[config.mk]
export PLATFORM = sky130hd
export DESIGN_NAME = vector_lane_mux_pipe
export DESIGN_NICKNAME = d
export VERILOG_FILES = /design/src/rtl/vector_lane_mux_pipe.sv
export SDC_FILE = /design/constraint.sdc
export NUM_CORES = 1
export LEC_CHECK = 0
export CAP_MARGIN = 25
export CORE_AREA = 2 2 449 451
export DETAILED_ROUTE_END_ITERATION = 10
export DIE_AREA = 0 0 451 453
export GPL_ROUTABILITY_DRIVEN = 1
export PLACE_DENSITY = 0.34
export SYNTH_ARGS = -nofsm -noshare
export SYNTH_HDL_FRONTEND = slang
export SYNTH_SLANG_ARGS = --single-unit
[constraint.sdc]
create_clock -name clk -period 2.1 [get_ports clk]
set_input_delay 0.63 -clock clk [delete_from_list [all_inputs] [get_ports clk]]
set_output_delay 0.63 -clock clk [all_outputs]
set_load 0.005 [all_outputs]
[src/rtl/vector_lane_mux_pipe.sv]
// rtl/vector_lane_mux_pipe.sv - per-lane INPUTS:1 selector with valid/ready and 2-entry skid output
module vector_lane_mux_pipe #(
    parameter  int N      = 32,
    parameter  int LANES  = 4,
    parameter  int INPUTS = 8,
    localparam int SELW   = $clog2(INPUTS)
) (
    input  logic                      clk,
    input  logic                      rst_n,
    input  logic                      in_valid,
    output logic                      in_ready,
    input  logic [INPUTS*LANES*N-1:0] in_data,
    input  logic [LANES*SELW-1:0]     in_sel,
    input  logic                      in_bcast,
    output logic                      out_valid,
    input  logic                      out_ready,
    output logic [LANES*N-1:0]        out_data
);

    localparam logic [1:0] EMPTY = 2'd0;
    localparam logic [1:0] ONE   = 2'd1;
    localparam logic [1:0] FULL  = 2'd2;

    logic [1:0]         state;
    logic [1:0]         state_nxt;
    logic [LANES*N-1:0] sel_data;
    logic [LANES*N-1:0] main_data;
    logic [LANES*N-1:0] skid_data;
    logic [SELW-1:0]    lane_sel;
    logic               accept;
    logic               emit;
    logic               load_main;
    logic               load_skid;
    logic               main_from_skid;

    assign accept    = in_valid & in_ready;
    assign emit      = out_valid & out_ready;
    assign out_valid = (state != EMPTY);
    assign out_data  = main_data;

    // Compare against every legal source index so that selects >= INPUTS match nothing and yield zero.
    always_comb begin
        sel_data = '0;
        lane_sel = '0;
        for (int l = 0; l < LANES; l++) begin
            lane_sel = in_bcast ? in_sel[0 +: SELW] : in_sel[l*SELW +: SELW];
            for (int k = 0; k < INPUTS; k++) begin
                if (lane_sel == SELW'(k)) begin
                    sel_data[l*N +: N] = in_data[(k*LANES+l)*N +: N];
                end
            end
        end
    end

    always_comb begin
        state_nxt      = state;
        load_main      = 1'b0;
        load_skid      = 1'b0;
        main_from_skid = 1'b0;
        case (state)
            EMPTY: begin
                if (accept) begin
                    load_main = 1'b1;
                    state_nxt = ONE;
                end
            end
            ONE: begin
                if (accept && emit) begin
                    load_main = 1'b1;
                end else if (accept) begin
                    load_skid = 1'b1;
                    state_nxt = FULL;
                end else if (emit) begin
                    state_nxt = EMPTY;
                end
            end
            FULL: begin
                if (emit) begin
                    main_from_skid = 1'b1;
                    state_nxt      = ONE;
                end
            end
            default: state_nxt = EMPTY;
        endcase
    end

    // in_ready is registered from the next state, so it never follows out_ready combinationally.
    always_ff @(posedge clk or negedge rst_n) begin
        if (!rst_n) begin
            state     <= EMPTY;
            in_ready  <= 1'b1;
            main_data <= '0;
            skid_data <= '0;
        end else begin
            state    <= state_nxt;
            in_ready <= (state_nxt != FULL);
            if (load_main) begin
                main_data <= sel_data;
            end else if (main_from_skid) begin
                main_data <= skid_data;
            end
            if (load_skid) begin
                skid_data <= sel_data;
            end
        end
    end

endmodule
==> results.json <==
{
  "status": "complete, but fails checks",
  "violations": "negative setup slack",
  "p_total_mw": 30.69,
  "synth-seq-cells": 259,
  "wire_per_inst_um": 26.29,
  "finalSetupViolCount": 1,
  "clk_transition_reported_paths_ps": 60,
  "min_period_ps": 2126,
  "worst_hold_path_type": "reg -> reg",
  "final_common_cell": "clkdlybuf4s50_1",
  "drv_cap": 0,
  "worstSetupPathType": "in -> reg",
  "synth_nets": 3449,
  "ir_worst_vdd_v": 0.0005166,
  "grt_pass1_wl_um": 228000,
  "cts.sinks": 259,
  "area_growth_pct": 102.3,
  "rsz0062_at_grt": "yes",
  "htree_levels": 2,
  "die_w_um": 451,
  "synth_ff_type": "dfrtp_1",
  "totalWireLength_um": 172100,
  "grt_start_max_net_pins": 71,
  "grt_usage": 0.1602,
  "arrival_ps": 2650,
  "fin_nets": 4885,
  "period_share": 1.012,
  "top_level_ports": 1171,
  "rows": 164,
  "ys_async_sr_fraction": 1.000,
  "cts_tree": "yes",
  "antenna_found_initial": 58,
  "syn-cell-area_um2": 19910,
  "p_per_area_nw_per_um2": 762.1,
  "cts.path.max_buffers": 3,
  "vias": 25460,
  "drive_gt1_frac": 0.1962,
  "gp_congestion": 0.8821,
  "grt_overflow_total": 0,
  "synth_area_per_cell_um2": 8.267,
  "synthCells": 2408,
  "fin_util": 0.2021,
  "synth.yosys.seq_area_share": 0.3256,
  "crit_fanout": 28,
  "drc": 0,
  "yosys_warnings": 0,
  "port_buffers": 1170,
  "initial_core_util": 0.09992,
  "worst_pin_slew_ps": 484.0,
  "clock.fmax_mhz": 470.4,
  "leakagePower_nw": 16.31,
  "die_h_um": 453,
  "finalHoldViolCount": 0,
  "drt_pass1_iterations": 5,
  "cp.required_ps": 2620,
  "yosys.cell_types.count": 60,
  "cp-start-kind": "primary input",
  "synth_edf_count": 0,
  "drt-initial-drc-count": 1501,
  "relSlewSlack": 0.6773,
  "holdWs_ps": 475.7,
  "skew_ps": 33.52,
  "via_per_inst": 3.891,
  "ant_nets": 0,
  "worstSkewPairLatency_ps": 610,
  "dieArea_um2": 204300,
  "grt_pass1_vias": 26600,
  "final_cell_mix": "clkdlybuf4s50_1, nand2_1, buf_4",
  "final-max-slew-violation-count": 0,
  "core_area_um2": 199200,
  "end_kind": "register",
  "cts_root_buf": "clkbuf_16",
  "fin_ws_ps": -25.92,
  "cts_buffers": 38,
  "dp.final_hpwl_um": 146300
}
-- flip-flops by register name, indices dropped and copies added (netlist names) --
register,cells
skid_data,128
in_ready,1
state,2
out_data,128
-- stage by stage --
| step | cell area, um^2 | std cells | worst slack (ps) | setup TNS [ps] |
|---|---|---|---|---|
| finish | 40270 | 6544 | -25.92 | -25.92 |
| global route | 40250 | 6536 | -4.293 | -4.293 |
| CTS | 40040 | 6522 | -3.594 | -3.594 |
| detailed placement | 38300 | 6422 | -1035 | -181660 |
| global placement | 38300 | 6422 | -1061 | -178840 |
| floorplan | 20230 | 2408 | -49.47 | -791.0 |
-- layer usage --
metal	track usage	vias to the layer above	part of all wire
li1	-	11890	-
met1	0.1922	12570	0.40
met2	0.2827	799	0.50
met3	0.04744	170	0.076
met4	0.02953	40	0.018
met5	0	-	0.0015
-- timing repair --
item,in CTS,in global routing
hold buffers,1,0
hold endpoints to repair,12,0
resized for setup,200,33
setup buffers,28,5
gates cloned,2,2
setup endpoints to repair,273,63
pin swaps,5,0
-- worst max-delay path, cell delays in order --
cell and delay [ps]:
dlygate4sd2_1 300, mux2_2 220, buf_12 200, buf_4 270, o211ai_1 100, a21oi_1 330
o22ai_1 210, buf_4 170, o21ai_0 140
-- final timing paths --
check / slack (ps) / start / end / depth (start not counted)
min reg2reg: 480 / skid_data[114] / skid_data[114] / 2
max reg2reg: 30 / in_ready / out_data[51] / 5
min: 480 / skid_data[114] / skid_data[114] / 2
max: -30 / in_sel[5] / out_data[48] / 9
min in group asynchronous: 490 / rst_n / skid_data[66] / 2
max in group asynchronous: 820 / rst_n / out_data[56] / 4
-- where the power goes --
| group | internal [mW] | total [mW] | switching, mW |
|---|---|---|---|
| registers | 7.38 | 8.98 | 1.60 |
| clock network | 4.19 | 6.98 | 2.79 |
| logic | 7.21 | 14.7 | 7.52 |
-- final cells by class --
type                       instances  area [um^2]
inverter                           5        21.27
timing repair buffer            1635        16410
fill                           22090       159000
multi-input combinational       1905        12680
clock inverter                    16        235.2
tap                             2656         3323
clock buffer                      53         1069
sequential                       259         6492
antenna                           15        37.54
-- logic make-up (layout without fill, tap and decap cells) --
| family | count (synthesis) | count (layout) | synth area share |
|---|---|---|---|
| AOI/OAI and AO/OA | 891 | 891 | 0.2892 |
| buffers and inverters | 244 | 1709 | 0.06059 |
| DFF | 259 | 259 | 0.3256 |
| muxes | 249 | 249 | 0.1581 |
| other | 0 | 15 | 0 |
| and+or+nand+nor | 765 | 765 | 0.1665 |
-- synthesized netlist by cell type, drive strengths merged, types with 17 or more instances --
| cell | count | area share |
|---|---|---|
| nor2 | 147 | 0.028 |
| a31oi | 29 | 0.0091 |
| clkbuf | 127 | 0.024 |
| mux4 | 41 | 0.046 |
| dfrtp | 258 | 0.32 |
| a21o | 26 | 0.0098 |
| a211oi | 37 | 0.014 |
| o211ai | 17 | 0.0064 |
| nand2 | 428 | 0.081 |
| and3 | 113 | 0.036 |
| a22oi | 100 | 0.038 |
| o21ai | 206 | 0.052 |
| o221ai | 25 | 0.011 |
| o22ai | 34 | 0.011 |
| nand3 | 45 | 0.011 |
| a21oi | 257 | 0.065 |
| mux2i | 169 | 0.089 |
| mux2 | 39 | 0.023 |
| o31ai | 66 | 0.025 |
| buf | 112 | 0.036 |
Note: power is estimated with default switching activity, not from simulation.
